File: config.mk
export PLATFORM = sky130hd
export DESIGN_NAME = rptr_empty_gen_flat
export DESIGN_NICKNAME = d
export VERILOG_FILES = /design/src/rtl/rptr_empty_gen_if.sv /design/src/rtl/rptr_empty_gen.sv /design/src/flat_wrapper.sv
export SDC_FILE = /design/constraint.sdc
export NUM_CORES = 1
export LEC_CHECK = 0
export BUFFER_PORTS_ARGS = -buffer_cell sky130_fd_sc_hd__buf_2
export CAP_MARGIN = 20
export CORE_UTILIZATION = 45
export CTS_BUF_LIST = sky130_fd_sc_hd__clkbuf_8 sky130_fd_sc_hd__clkbuf_16
export CTS_CLUSTER_DIAMETER = 50
export DETAILED_ROUTE_END_ITERATION = 12
export PLACE_DENSITY = 0.81
export SETUP_SLACK_MARGIN = 0.1
export SLEW_MARGIN = 40
export SYNTH_ARGS = -nofsm -noshare
export SYNTH_HDL_FRONTEND = slang
export SYNTH_SLANG_ARGS = --single-unit
File: constraint.sdc
create_clock -name rclk -period 4.39 [get_ports rclk]
set_input_delay 0.878 -clock rclk [delete_from_list [all_inputs] [get_ports rclk]]
set_output_delay 0.878 -clock rclk [all_outputs]
set_load 0.005 [all_outputs]
File: src/rtl/rptr_empty_gen_if.sv
// rptr_empty_gen_if: read-side FIFO pointer/flag bundle between consumer/RAM (master) and controller (slave).
interface rptr_empty_gen_if #(parameter int ADDRSIZE = 9);
    logic                rinc;
    logic [ADDRSIZE:0]   rwptr_gray;
    logic                rerr_clr;
    logic [ADDRSIZE:0]   rptr;
    logic [ADDRSIZE-1:0] raddr;
    logic                ren;
    logic                rvalid;
    logic                rempty;
    logic                raempty;
    logic [ADDRSIZE:0]   rlevel;
    logic                runderflow;
    modport master (
        output rinc, rwptr_gray, rerr_clr,
        input  rptr, raddr, ren, rvalid, rempty, raempty, rlevel, runderflow
    );
    modport slave (
        input  rinc, rwptr_gray, rerr_clr,
        output rptr, raddr, ren, rvalid, rempty, raempty, rlevel, runderflow
    );
endinterface

File: src/rtl/rptr_empty_gen.sv
// rptr_empty_gen: read-domain FIFO pointer, empty/almost-empty/level flags and RAM read strobes.
// Optional sticky underflow flag enabled by defining RPTR_UNDERFLOW_EN.
module rptr_empty_gen #(
    parameter int ADDRSIZE      = 9,
    parameter int SYNC_STAGES   = 2,
    parameter int AEMPTY_THRESH = 4
) (
    input logic              rclk,
    input logic              rrst_n,
    rptr_empty_gen_if.slave  bus
);
    localparam logic [ADDRSIZE:0] THRESH = (ADDRSIZE+1)'(AEMPTY_THRESH);

    logic [SYNC_STAGES-1:0][ADDRSIZE:0] sync_q, sync_d;
    logic [ADDRSIZE:0] rbin_q, rbin_d, rptr_q, rptr_d, rlevel_q, rlevel_d;
    logic [ADDRSIZE:0] wq_gray, wq_bin;
    logic rempty_q, rempty_d, raempty_q, raempty_d, rvalid_q, rvalid_d, ren;

    assign wq_gray = sync_q[SYNC_STAGES-1];

    always_comb begin
        sync_d    = {sync_q[SYNC_STAGES-2:0], bus.rwptr_gray};
        ren       = bus.rinc & ~rempty_q;
        rbin_d    = rbin_q + (ADDRSIZE+1)'(ren);
        rptr_d    = (rbin_d >> 1) ^ rbin_d;
        wq_bin    = '0;
        for (int i = 0; i <= ADDRSIZE; i++) wq_bin[i] = ^(wq_gray >> i);
        // Stale synchronized wptr can only make this under-report.
        rlevel_d  = wq_bin - rbin_d;
        rempty_d  = rptr_d == wq_gray;
        raempty_d = rlevel_d <= THRESH;
        rvalid_d  = ren;
    end

    always_ff @(posedge rclk or negedge rrst_n) begin
        if (!rrst_n) begin
            sync_q    <= '0;
            rbin_q    <= '0;
            rptr_q    <= '0;
            rlevel_q  <= '0;
            rempty_q  <= 1'b1;
            raempty_q <= 1'b1;
            rvalid_q  <= 1'b0;
        end else begin
            sync_q    <= sync_d;
            rbin_q    <= rbin_d;
            rptr_q    <= rptr_d;
            rlevel_q  <= rlevel_d;
            rempty_q  <= rempty_d;
            raempty_q <= raempty_d;
            rvalid_q  <= rvalid_d;
        end
    end

    assign bus.ren     = ren;
    assign bus.rptr    = rptr_q;
    assign bus.raddr   = rbin_q[ADDRSIZE-1:0];
    assign bus.rvalid  = rvalid_q;
    assign bus.rempty  = rempty_q;
    assign bus.raempty = raempty_q;
    assign bus.rlevel  = rlevel_q;

`ifdef RPTR_UNDERFLOW_EN
    logic runderflow_q, runderflow_d;

    // Set has priority over a same-cycle clear.
    always_comb runderflow_d = (bus.rinc & rempty_q) | (runderflow_q & ~bus.rerr_clr);

    always_ff @(posedge rclk or negedge rrst_n) begin
        if (!rrst_n) runderflow_q <= 1'b0;
        else         runderflow_q <= runderflow_d;
    end

    assign bus.runderflow = runderflow_q;
`else
    logic unused_rerr_clr;
    assign unused_rerr_clr = bus.rerr_clr;
    assign bus.runderflow  = 1'b0;
`endif
endmodule

File: src/flat_wrapper.sv
// flat-port wrapper written by rule: the top's interface ports become plain ports
module rptr_empty_gen_flat 
#(
    parameter int ADDRSIZE      = 9,
    parameter int SYNC_STAGES   = 2,
    parameter int AEMPTY_THRESH = 4
)
  (rclk, rrst_n, bus_rinc, bus_rwptr_gray, bus_rerr_clr, bus_rptr, bus_raddr, bus_ren, bus_rvalid, bus_rempty, bus_raempty, bus_rlevel, bus_runderflow);
  rptr_empty_gen_if #(.ADDRSIZE(ADDRSIZE)) bus_i ();
  input logic rclk;
  input logic rrst_n;
  input wire logic [$bits(bus_i.rinc)-1:0] bus_rinc;
  input wire logic [$bits(bus_i.rwptr_gray)-1:0] bus_rwptr_gray;
  input wire logic [$bits(bus_i.rerr_clr)-1:0] bus_rerr_clr;
  output wire logic [$bits(bus_i.rptr)-1:0] bus_rptr;
  output wire logic [$bits(bus_i.raddr)-1:0] bus_raddr;
  output wire logic [$bits(bus_i.ren)-1:0] bus_ren;
  output wire logic [$bits(bus_i.rvalid)-1:0] bus_rvalid;
  output wire logic [$bits(bus_i.rempty)-1:0] bus_rempty;
  output wire logic [$bits(bus_i.raempty)-1:0] bus_raempty;
  output wire logic [$bits(bus_i.rlevel)-1:0] bus_rlevel;
  output wire logic [$bits(bus_i.runderflow)-1:0] bus_runderflow;
  assign bus_i.rinc = bus_rinc;
  assign bus_i.rwptr_gray = bus_rwptr_gray;
  assign bus_i.rerr_clr = bus_rerr_clr;
  assign bus_rptr = bus_i.rptr;
  assign bus_raddr = bus_i.raddr;
  assign bus_ren = bus_i.ren;
  assign bus_rvalid = bus_i.rvalid;
  assign bus_rempty = bus_i.rempty;
  assign bus_raempty = bus_i.raempty;
  assign bus_rlevel = bus_i.rlevel;
  assign bus_runderflow = bus_i.runderflow;
  rptr_empty_gen #(.ADDRSIZE(ADDRSIZE), .SYNC_STAGES(SYNC_STAGES), .AEMPTY_THRESH(AEMPTY_THRESH)) u_core (.rclk(rclk), .rrst_n(rrst_n), .bus(bus_i));
endmodule
==> results_dict.tcl <==
set metrics [dict create \
    area_delta_synth_final_pct 20.93 \
    clk_pin_slew_worst_paths_ns 0.08 \
    crit-reg2reg-launch "u_core.wq_gray[9]" \
    grt_antenna_before_repair 0 \
    synth_top_area_frac 0.5068 \
    vias 1703 \
    gr-total-overflow 0 \
    synth_edf_count 0 \
    async_flop_share 1.000 \
    num-fill-cells 443 \
    worstHoldStart "u_core.sync_d[15]" \
    clock-skew-final_ns 0.007966 \
    synth_commonest_cells "dfrtp_1, xnor2_1, inv_1" \
    report.final.hold_viol_count 0 \
    finish.instance_area_um2 2985 \
    final.min_clock_period_ns 3.924 \
    dp_hpwl_um 3258 \
    place_area_um2 2851 \
    rsz0062_at_grt "false" \
    place_inst 334 \
    drc 0 \
    min_path_cells 0 \
    status "completed" \
    via_per_inst 4.936 \
    multi_input_area_um2 1117 \
    core.rowCount 26 \
    grt_pass1_vias 1657 \
    grt.total_usage 0.1671 \
    core_um2 5205 \
    dieArea_um2 5786 \
    totalWireLength_um 4430 \
    hp-class "flop to flop" \
    synth_top_area_cell "dfrtp_1" \
    clock_latency_ns 0.31 \
    path_class "flop to flop" \
    ios 48 \
    leakage_nw 1.382 \
    crit_fanout 3 \
    synth_cell_type_count 49 \
    yosysWarnings 0 \
    reg2reg_slack_ns 0.47 \
    cts_root_buffer "clkbuf_8" \
    setup_viol_count_final 0 \
    insertedDiodeCount 0 \
    yosysSeqAreaShare 0.5281 \
    critPathLaunchType "flop" \
    powerDensity_nw_per_um2 693.7 \
    finalCritPeriodShare 0.8939 \
    htreeDepth 2 \
    grt_pass1_wl_um 7534 \
    crit_arrival_ns 4.16 \
    yosys_register_bits 52 \
    worst_setup_path_end_kind "flop" \
    syn_avg_cell_area_um2 11.70 \
    postSynthCellCount 211 \
    nets 297 \
    drive_above_1_share 0.3091 \
    ff2ff_path_depth 17 \
    whs_endpoint "u_core.wq_gray[5]" \
    seq_area_um2 1306 \
    tightestPinTransition_ns 0.7379 \
    syn_area_um2 2469 \
    fin_util 0.5736 \
    max_freq_mhz 254.8 \
    drtIter0Drc 127 \
    maxSlewHeadroom 0.5045 \
    grt_max_degree 53 \
    start_util 0.4743 \
    gp_congestion 0.8055 \
    cts_buffer_depth 2 \
    portBuffers 45 \
    wire_per_inst_um 12.84 \
    setup_tns_ns 0 \
    vdd_drop_max_mv 0.2792 \
    yosys_most_used_dff "dfrtp_1" \
    final_cells 345 \
    synth_nets 233 \
    slew_viol_final 0 \
    yosysMostFrequentCell "dfrtp_1" \
    numCtsBuffers 5 \
    die_h_um 76.07 \
    whs_ns 0.3519 \
    postRouteAntennaNets 0 \
    synth.area.top_cells "dfrtp_1, xnor2_1, xor2_1" \
    firstDrtPassIters 4 \
    required_ns 4.62 \
    die_w_um 76.07 \
    drv_cap 0 \
    cts_tree "yes" \
    timing.rr.end "u_core.bus.raempty" \
    cts_sinks 52 \
]
state kept, by name, summed over array words and instances, names as in the netlist:
name,cells
u_core.rbin_q,10
u_core.bus.raempty,1
u_core.bus.rempty,1
u_core.wq_gray,10
u_core.bus.rlevel,10
u_core.bus.rptr,9
u_core.bus.rvalid,1
u_core.sync_d,10
power by group:
group          leakage [nW]  internal [mW]  total, mW  switching, mW
Clock                0.0452          0.106      0.251          0.145
Sequential            0.622          0.607      0.667         0.0605
Combinational         0.715          0.526       1.15          0.627
worst max-delay path: stages, from the launching register on:
cell and delay, ns:
dfrtp_1 0.39, xor3_2 0.43, xnor3_2 0.31, xor2_4 0.18
xor2_2 0.18, xor2_1 0.23, xnor2_1 0.15, ha_1 0.19
inv_1 0.06, fa_2 0.35, a21oi_2 0.16, inv_1 0.06
o221a_2 0.24, a211oi_2 0.19, a21boi_1 0.12, nor4_1 0.32
nand4bb_1 0.14, a21oi_1 0.14
layout by cell type (no fill, tap or decap), types with 2 or more instances in the layout:
master    Yosys  final
and2_1        2      2
ha_1          7      7
a211oi_1      3      2
dfrtp_2       0      2
a21oi_1       7      6
nand3b_1      4      4
o211ai_1      4      4
xnor2_1      29     28
nor4_1        2      2
dfstp_2       2      2
o21ai_0       6      6
nand2_1      10     10
nand4_1       5      5
nand3_1       7      7
or2_2         2      2
inv_1        14     15
buf_4         1     16
dfrtp_1      50     48
nor2_1       10     10
xor2_1       13     12
nor2b_1       3      3
buf_2         0     44
clkbuf_8      0      5
or3_1         2      2
repair_timing:
item	4_1_cts	5_1_grt
gates resized for setup	2	5
endpoints found under the setup margin	1	2
pin swaps	4	5
hold buffers	0	0
setup buffers	0	4
cells by family after synthesis:
family / share of synthesized area
AOI/OAI and AO/OA: 0.08921
xor gates and xnor gates: 0.1799
adders and majority gates: 0.04359
buffers and inverters: 0.03244
DFF: 0.5281
other: 0.001519
and+or+nand+nor: 0.1252
final cells by class:
class,count,share of cell area
Sequential cell,52,0.4376
Clock inverter,2,0.002934
Clock buffer,5,0.02305
Tap cell,70,0.02934
Timing Repair Buffer,60,0.1140
Multi-Input combinational cell,141,0.3743
Inverter,15,0.01886
metrics by stage:
stage / worst slack, ns / total power, mW
4_1_cts: 0.2052 / 2.060
5_1_grt: 0.1884 / 2.235
3_5_place_dp: 0.09233 / 1.791
2_1_floorplan: 0.1173 / 1.438
3_3_place_gp: 0.1559 / 1.745
6_report: 0.4659 / 2.071
worst max-delay path by stage:
stage,startpoint,depth (start not counted),slack (ns),endpoint
finish,u_core.wq_gray[9],17,0.47,u_core.bus.raempty
floorplan,u_core.wq_gray[9],17,0.12,u_core.bus.raempty
global placement,u_core.wq_gray[9],17,0.16,u_core.bus.raempty
CTS,u_core.wq_gray[7],18,0.21,u_core.bus.raempty
detailed placement,u_core.wq_gray[9],17,0.09,u_core.bus.raempty
global route,u_core.wq_gray[9],17,0.19,u_core.bus.raempty
metal layers:
layer | vias up | GRT usage | share of wire
met5 | - | 0 | 0
met4 | 0 | 0.07885 | 0.018
met3 | 7 | 0.03952 | 0.057
met2 | 64 | 0.2582 | 0.47
met1 | 788 | 0.2227 | 0.45
li1 | 844 | - | -
Note: power is estimated with default switching activity, not from simulation.
